--- src/rtl/delay_scheduler.sv ---
// delay_scheduler
// Counts out a programmable delay in units of PRESCALE clock cycles and then
// emits a single-cycle expire pulse together with the latched resume address.
//
// Ports
//   clk          system clock, all state changes on its rising edge
//   rst          synchronous active-high reset
//   delay        request strobe, sampled every rising edge
//   delay_data   request payload: [23:8] tick count, [7:0] resume address
//   cancel       abort any pending delay (wins over delay)
//   indelay_data {remaining ticks, address} while counting, otherwise 0
//   busy         high while a delay is counting
//   expire       one-cycle pulse when a delay completes
//   jump_addr    resume address, valid whenever expire is high
module delay_scheduler #(
  parameter int PRESCALE = 50
) (
  input  logic        clk,
  input  logic        rst,
  input  logic        delay,
  input  logic [23:0] delay_data,
  input  logic        cancel,
  output logic [23:0] indelay_data,
  output logic        busy,
  output logic        expire,
  output logic [7:0]  jump_addr
);

  typedef enum logic [1:0] {
    IDLE,
    COUNT,
    EXPIRE
  } state_t;

  // Last prescaler value of a tick; the tick boundary is where cnt steps.
  localparam logic [15:0] PRE_MAX = 16'(PRESCALE - 1);

  state_t      state_reg;
  logic [15:0] cnt_reg;
  logic [7:0]  addr_reg;
  logic [15:0] pre_reg;

  logic [23:0] indelay_data_reg;
  logic        busy_reg;
  logic        expire_reg;
  logic [7:0]  jump_addr_reg;

  logic [15:0] req_ticks;
  logic [7:0]  req_addr;

  assign req_ticks = delay_data[23:8];
  assign req_addr  = delay_data[7:0];

  assign indelay_data = indelay_data_reg;
  assign busy         = busy_reg;
  assign expire       = expire_reg;
  assign jump_addr    = jump_addr_reg;

  // Outputs are registered alongside the state: every branch below sets them
  // to the values that belong to the state being entered, so they line up
  // with state_reg in the following cycle.
  always_ff @(posedge clk) begin
    if (rst) begin
      state_reg        <= IDLE;
      cnt_reg          <= '0;
      addr_reg         <= '0;
      pre_reg          <= '0;
      indelay_data_reg <= '0;
      busy_reg         <= 1'b0;
      expire_reg       <= 1'b0;
      jump_addr_reg    <= '0;
    end else if (cancel) begin
      // Abort without an expire pulse; jump_addr keeps its last value.
      state_reg        <= IDLE;
      cnt_reg          <= '0;
      pre_reg          <= '0;
      indelay_data_reg <= '0;
      busy_reg         <= 1'b0;
      expire_reg       <= 1'b0;
    end else begin
      indelay_data_reg <= '0;
      busy_reg         <= 1'b0;
      expire_reg       <= 1'b0;

      if (delay) begin
        // A new request is taken in every state: from IDLE it starts, in
        // COUNT it re-arms (old delay silently dropped), and in EXPIRE it
        // follows the pulse that is already on the output.
        addr_reg <= req_addr;
        pre_reg  <= '0;
        if (req_ticks != 16'd0) begin
          state_reg        <= COUNT;
          cnt_reg          <= req_ticks;
          indelay_data_reg <= delay_data;
          busy_reg         <= 1'b1;
        end else begin
          state_reg     <= EXPIRE;
          cnt_reg       <= '0;
          expire_reg    <= 1'b1;
          jump_addr_reg <= req_addr;
        end
      end else begin
        case (state_reg)
          COUNT: begin
            if (pre_reg == PRE_MAX) begin
              pre_reg <= '0;
              // cnt is always >= 1 in COUNT, so the last tick ends here
              // instead of decrementing below one.
              if (cnt_reg == 16'd1) begin
                state_reg     <= EXPIRE;
                cnt_reg       <= '0;
                expire_reg    <= 1'b1;
                jump_addr_reg <= addr_reg;
              end else begin
                cnt_reg          <= cnt_reg - 16'd1;
                indelay_data_reg <= {cnt_reg - 16'd1, addr_reg};
                busy_reg         <= 1'b1;
              end
            end else begin
              pre_reg          <= pre_reg + 16'd1;
              indelay_data_reg <= {cnt_reg, addr_reg};
              busy_reg         <= 1'b1;
            end
          end
          EXPIRE: begin
            state_reg <= IDLE;
          end
          default: begin
            state_reg <= IDLE;
          end
        endcase
      end
    end
  end

endmodule
--- config.mk ---
export PLATFORM = sky130hd
export DESIGN_NAME = delay_scheduler
export DESIGN_NICKNAME = d
export VERILOG_FILES = /design/src/rtl/delay_scheduler.sv
export SDC_FILE = /design/constraint.sdc
export NUM_CORES = 1
export LEC_CHECK = 0
export CORE_ASPECT_RATIO = 0.7
export CORE_UTILIZATION = 48
export DETAILED_ROUTE_END_ITERATION = 8
export GPL_TIMING_DRIVEN = 1
export PLACE_DENSITY = 0.76
export REMOVE_ABC_BUFFERS = 1
export SYNTH_ARGS = -nofsm -noshare
export SYNTH_HDL_FRONTEND = slang
export SYNTH_SLANG_ARGS = --single-unit
export TNS_END_PERCENT = 5
--- constraint.sdc ---
create_clock -name clk -period 1.8 [get_ports clk]
set_input_delay 0.36 -clock clk [delete_from_list [all_inputs] [get_ports clk]]
set_output_delay 0.36 -clock clk [all_outputs]
set_load 0.005 [all_outputs]
==> flow_metrics.py, run 1 <==
metrics = {
    "synth": {
        "ys_ff_latch": 76,
        "yosys.area.top_type": "dfxtp_1",
        "synth.most_common_cell": "dfxtp_1",
        "synth.avg_cell_area_um2": 8.78,
        "synthTopCellsByCount": "dfxtp_1 (76), nand2_1 (53), nor2_1 (27)",
        "synthCells": 432,
        "ys_seq_area_frac": 0.401,
        "synth_top_flop_cell": "dfxtp_1",
        "synth-async-reset-ratio": 0,
        "netlist_top_cells_area": "dfxtp_1 (40%), nand2_1 (5.2%), a21oi_1 (3.3%)",
        "syn_area_mm2": 0.00379,
        "synth_edf_count": 0,
        "synth_warnings": 0,
        "yosysTopAreaCellShare": 0.401,
        "synthDistinctLibCells": 69,
    },
    "timing": {
        "hold_viol": 0,
        "worst_slack_ns": -0.229,
        "worst_pin_slew_ns": 0.524,
        "fin_crit_ns": 2.03,
        "clock_skew_ns": 0.00566,
        "slew_headroom": 0.650,
        "setup_viol": 51,
        "finalCritPeriodShare": 1.13,
        "tns_ns": -5.34,
        "slew_violations": 0,
        "rsz0062_at_grt": "yes",
        "max_freq_mhz": 493,
    },
    "worst_setup_path": {
        "arrival_ns": 2.32,
        "cp_slowest_cell": "dfxtp_2",
        "crit_chain": "inv_2 > ha_4 > nor4b_4 > nand4_1 > buf_6 > buf_4 > buf_4 > o31ai_1 > a22o_1",
        "setup.worst_path.start_class": "flop",
        "critPathMaxFanout": 4,
        "path_buf_inv": 4,
        "path_class": "flop to flop",
        "critPathCaptureType": "flop",
        "cp_top_family": "buffers and inverters",
        "cp_data_required_time_ns": 2.09,
        "critical_path.max_stage_delay_ns": 0.33,
        "crit_top_cell": "buf_4",
    },
    "pwr": {
        "power_switching_uw": 1280,
        "p_int_uw": 3320,
        "p_per_area_mw_per_mm2": 745,
        "power_frac_seq": 0.382,
        "peakVddDrop_mv": 0.742,
        "power_leakage_uw": 0.00238,
        "comb_power_share": 0.207,
        "power.share.clock": 0.411,
        "power_uw": 4600,
        "switching_share": 0.278,
    },
    "route": {
        "ant_nets": 0,
        "firstDrtPassIters": 5,
        "drcViolationCount": 0,
        "vias": 4652,
        "via_per_inst": 6.48,
        "wl_um": 16000,
        "dr.first_iter.drc_count": 569,
        "routedWlPerCell_um": 22.3,
    },
    "run": {
        "cap_violations": 0,
    },
    "cts": {
        "cts_tree": "done",
        "clk_latency_ns": 0.34,
        "cts_hold_buf": 0,
        "cts-root-buf": "clkbuf_16",
        "path_clk_slew_ns": 0.06,
        "clock_sinks": 76,
        "clockBufferDepth": 2,
        "h-tree-depth": 3,
        "cts_buffers": 9,
    },
    "final_layout": {
        "drive_above_1_share": 0.392,
        "fillers": 428,
        "stdcell_count": 718,
        "nNetsFinal": 647,
        "antenna_cells": 0,
        "final_util": 0.825,
        "largest_reg_flops": 24,
        "area_growth_pct": 62.8,
    },
    "global_route": {
        "grt_first_pass_wirelength_um": 23100,
        "grt_usage": 0.366,
        "grt_overflow": 0,
        "antenna_found_initial": 0,
        "grt_pass1_vias": 4500,
        "grt_start_max_net_pins": 22,
    },
    "floorplanning": {
        "ioPinCount": 62,
        "core_area_mm2": 0.00748,
        "dieWidth_um": 108,
        "initial_utilization": 0.507,
        "rows": 26,
        "die_area_mm2": 0.00827,
        "die_y_um": 76.4,
    },
    "place": {
        "portBuffers": 61,
        "dpl.cell_count": 689,
        "dp_hpwl_um": 9690,
        "place.gp.congestion": 0.921,
        "place_ws_ns": -0.527,
    },
    "run_status": {
        "status": "finished with violations",
        "violations": "setup timing",
    },
    "hold_path": {
        "hold_path_class": "input pin to flop",
    },
}
tightest hold or removal path: stages:
cell,delay (ns)
dlymetal6s2s_1,0.19
nand2_1,0.12
o22ai_1,0.08
layout make-up:
class | count | area (um^2) | area share
clock buffer | 11 | 253 | 0.0409
clock inverter | 5 | 58.8 | 0.00952
inverter | 7 | 26.3 | 0.00425
multi-input combinational | 322 | 2470 | 0.399
sequential | 76 | 1530 | 0.248
tap | 98 | 123 | 0.0199
timing repair buffer | 199 | 1720 | 0.279
metal layers:
| metal | up-vias | track usage | share of wire |
|---|---|---|---|
| li1 | 1982 | - | - |
| met3 | 87 | 0.0873 | 0.11 |
| met2 | 384 | 0.563 | 0.45 |
| met5 | - | 0 | 0 |
| met4 | 0 | 0.146 | 0.040 |
| met1 | 2199 | 0.491 | 0.39 |
power by group through the flow:
stage	clock network, uW	registers (uW)	logic (uW)
detailed placement	0	1790	741
CTS	1890	1750	822
global route	1970	1760	990
global placement	0	1790	724
floorplan	0	1790	294
finish	1890	1760	952
per-stage QoR:
stage	hold slack, ns	cell area, um^2
after floorplan	0.425	3660
after global placement	0.451	5340
after detailed placement	0.461	5340
after CTS	0.469	5990
after global routing	0.476	6180
final	0.465	6180
logic make-up after synthesis:
logic type,count (synthesis),share of synthesized area
buffers and inverters,34,0.0429
AOI/OAI and AO/OA,129,0.252
xor gates and xnor gates,18,0.0416
DFF,76,0.401
adders and majority gates,4,0.0132
and+or+nand+nor,171,0.249
timing repair:
item	4_1_cts	5_1_grt
resized for setup	68	41
setup endpoints to repair	67	63
pin swaps	22	22
buffers inserted	9	4
layout by cell type (no fill, tap or decap), types with 4 or more instances in the layout:
master	Yosys	final
a211oi_1	12	10
a211oi_2	8	9
a21oi_1	25	22
a22o_1	13	13
a32o_1	7	6
and2_1	5	4
buf_4	0	124
buf_6	3	11
clkbuf_16	0	9
clkdlybuf4s50_1	0	55
dfxtp_1	76	70
dfxtp_2	0	6
dlygate4sd2_1	0	4
inv_1	6	4
nand2_1	53	49
nand2_2	0	4
nand3_1	9	8
nand4_1	7	7
nor2_1	27	24
nor2b_1	9	9
nor3_1	17	13
nor3_2	1	5
nor4_2	1	7
nor4_4	1	5
o21ai_0	23	11
o21ai_1	0	9
o31ai_1	7	4
xnor2_1	7	7
xor2_1	11	11
path summary, 6_finish.rpt:
kind | startpoint | endpoint | slack (ns) | depth (start not counted)
setup / recovery | pre_reg[1]$_SDFFE_PP0P_ | indelay_data[16]$_SDFF_PP0_ | -0.23 | 9
hold / removal | delay_data[21] | indelay_data[21]$_SDFF_PP0_ | 0.46 | 3
setup reg to reg | pre_reg[1]$_SDFFE_PP0P_ | indelay_data[16]$_SDFF_PP0_ | -0.23 | 9
hold reg to reg | addr_reg[4]$_SDFFE_PP0P_ | addr_reg[4]$_SDFFE_PP0P_ | 0.47 | 2
No activity file was read; power rests on OpenSTA's default activity.
==> run 2: changes to the inputs <==
--- a/config.mk
+++ b/config.mk
@@ -6,10 +6,9 @@
 export NUM_CORES = 1
 export LEC_CHECK = 0
 export CORE_ASPECT_RATIO = 0.7
-export CORE_UTILIZATION = 48
+export CORE_UTILIZATION = 37
 export DETAILED_ROUTE_END_ITERATION = 8
 export GPL_TIMING_DRIVEN = 1
-export PLACE_DENSITY = 0.76
 export REMOVE_ABC_BUFFERS = 1
 export SYNTH_ARGS = -nofsm -noshare
 export SYNTH_HDL_FRONTEND = slang
==> run 2 against run 1 <==
The flow still finishes with violations (setup timing). First-iteration DRC count fell by 40%. Combinational power fell by 14%. Critical path depth fell by 1. Critical path type unchanged. Critical endpoint is now indelay_data[18]$_SDFF_PP0_.
==> flow_metrics.py, run 2 (synthesis results as in run 1) <==
metrics = {
    "final_layout": {
        "layout_common_cells": "buf_4 (116), dfxtp_1 (72), clkdlybuf4s50_1 (60), nand2_1 (51), nor2_1 (27)",
        "final_util": 0.603,
        "nNetsFinal": 634,
        "largest_reg_flops": 24,
        "stdcell_count": 735,
        "antenna_cells": 0,
        "drive_above_1_share": 0.338,
        "design_area_mm2": 0.00593,
        "area_growth_pct": 56.2,
        "final_common_cell": "buf_4",
    },
    "pwr": {
        "peakVddDrop_mv": 0.589,
        "power_switching_uw": 1190,
        "p_int_uw": 3230,
        "p_per_area_mw_per_mm2": 745,
        "power.share.clock": 0.418,
        "comb_power_share": 0.185,
        "power_leakage_uw": 0.00226,
        "power_frac_seq": 0.397,
        "switching_share": 0.268,
    },
    "timing": {
        "hold_viol": 0,
        "max_freq_mhz": 510,
        "fin_crit_ns": 1.96,
        "rsz0062_at_grt": "yes",
        "worst_slack_ns": -0.161,
        "finalCritPeriodShare": 1.09,
        "slew_headroom": 0.729,
        "worst_pin_slew_ns": 0.403,
        "setup_viol": 47,
        "clock_skew_ns": 0.00868,
        "slew_violations": 0,
    },
    "place": {
        "place_ws_ns": -0.472,
        "place.gp.congestion": 0.940,
        "dp_hpwl_um": 9960,
        "dpl.cell_count": 716,
        "portBuffers": 61,
        "placed_area_mm2": 0.00536,
    },
    "cts": {
        "cts_tree": "done",
        "cts-root-buf": "clkbuf_16",
        "clockBufferDepth": 2,
        "h-tree-depth": 3,
        "clock_sinks": 76,
        "cts_buffers": 9,
        "clk_latency_ns": 0.34,
        "path_clk_slew_ns": 0.06,
    },
    "route": {
        "drcViolationCount": 0,
        "ant_nets": 0,
        "vias": 4061,
        "dr.first_iter.drc_count": 341,
        "routedWlPerCell_um": 18.3,
        "wl_um": 13500,
        "firstDrtPassIters": 5,
        "via_per_inst": 5.53,
    },
    "worst_setup_path": {
        "arrival_ns": 2.21,
        "critPathCaptureType": "flop",
        "cp_data_required_time_ns": 2.05,
        "path_class": "flop to flop",
        "setup.worst_path.start_class": "flop",
        "critPathMaxFanout": 6,
    },
    "run_status": {
        "violations": "setup timing",
        "status": "finished with violations",
    },
    "global_route": {
        "grt_pass1_vias": 3851,
        "antenna_found_initial": 0,
        "grt_first_pass_wirelength_um": 20400,
        "grt_start_max_net_pins": 22,
        "grt_overflow": 0,
        "grt_usage": 0.257,
    },
    "floorplanning": {
        "initial_utilization": 0.386,
        "core_area_mm2": 0.00983,
        "dieWidth_um": 123,
        "die_area_mm2": 0.0107,
        "die_y_um": 86.7,
        "rows": 30,
        "ioPinCount": 62,
    },
    "hold_path": {
        "hold_path_class": "flop to flop",
    },
    "run": {
        "cap_violations": 0,
    },
}
-- run 2: changes by cell type in the layout (fill, tap and decap cells not counted), moves of 3 or more --
cell             change
nor4_1               +3
nor3_1               +4
buf_4                -8
o21ai_1              -6
nor3_2               -4
dlygate4sd2_1        -4
nor4_4               -4
o21ai_0              +8
clkdlybuf4s50_1      +5
buf_6                -4
nor2_1               +3
-- run 2: cell type report --
type | count | area (um^2)
clock inverter | 5 | 60.1
multi-input combinational | 322 | 2310
tap | 128 | 160
inverter | 7 | 26.3
fill | 863 | 3910
timing repair buffer | 186 | 1600
clock buffer | 11 | 243
sequential | 76 | 1530
-- run 2: what timing repair did --
item	in CTS	in global routing
setup buffers	2	2
gates resized for setup	36	21
pin swaps	15	13
endpoints found under the setup margin	66	67
hold buffers	0	0
-- run 2: metal layers --
layer / global-route usage / wire length [um]
met4: 0.0865 / 229
met5: 0 / 0
met3: 0.0513 / 891
met1: 0.362 / 6360
met2: 0.389 / 6000
-- run 2: per-stage QoR --
| step | hold slack [ns] | setup TNS (ns) | total power, uW |
|---|---|---|---|
| floorplan | 0.425 | -14.85 | 2090 |
| global placement | 0.454 | -21.52 | 2510 |
| detailed placement | 0.464 | -22.80 | 2520 |
| CTS | 0.472 | -4.50 | 4400 |
| global route | 0.494 | -7.02 | 4570 |
| finish | 0.470 | -2.79 | 4410 |
-- run 2: path summary, 6_finish.rpt --
kind                                  to  cells after the start                     start  slack (ns)
max          indelay_data[18]$_SDFF_PP0_                      8   pre_reg[1]$_SDFFE_PP0P_       -0.16
min             addr_reg[4]$_SDFFE_PP0P_                      2  addr_reg[4]$_SDFFE_PP0P_        0.47
max reg2reg  indelay_data[18]$_SDFF_PP0_                      8   pre_reg[1]$_SDFFE_PP0P_       -0.16
min reg2reg     addr_reg[4]$_SDFFE_PP0P_                      2  addr_reg[4]$_SDFFE_PP0P_        0.47
-- run 2: worst max-delay path: stages (launching register included) --
cell and delay (ns):
dfxtp_2 0.32, inv_1 0.05, ha_1 0.13, nor4b_4 0.22, and4_4 0.31, buf_8 0.14, o31ai_4 0.11, or3_1 0.35
a311oi_2 0.24
-- run 2: power groups by stage --
| stage | registers, uW | clock network, uW | logic (uW) |
|---|---|---|---|
| floorplan | 1790 | 0 | 294 |
| global placement | 1790 | 0 | 727 |
| detailed placement | 1790 | 0 | 731 |
| CTS | 1750 | 1870 | 781 |
| global route | 1760 | 1950 | 864 |
| finish | 1750 | 1850 | 815 |
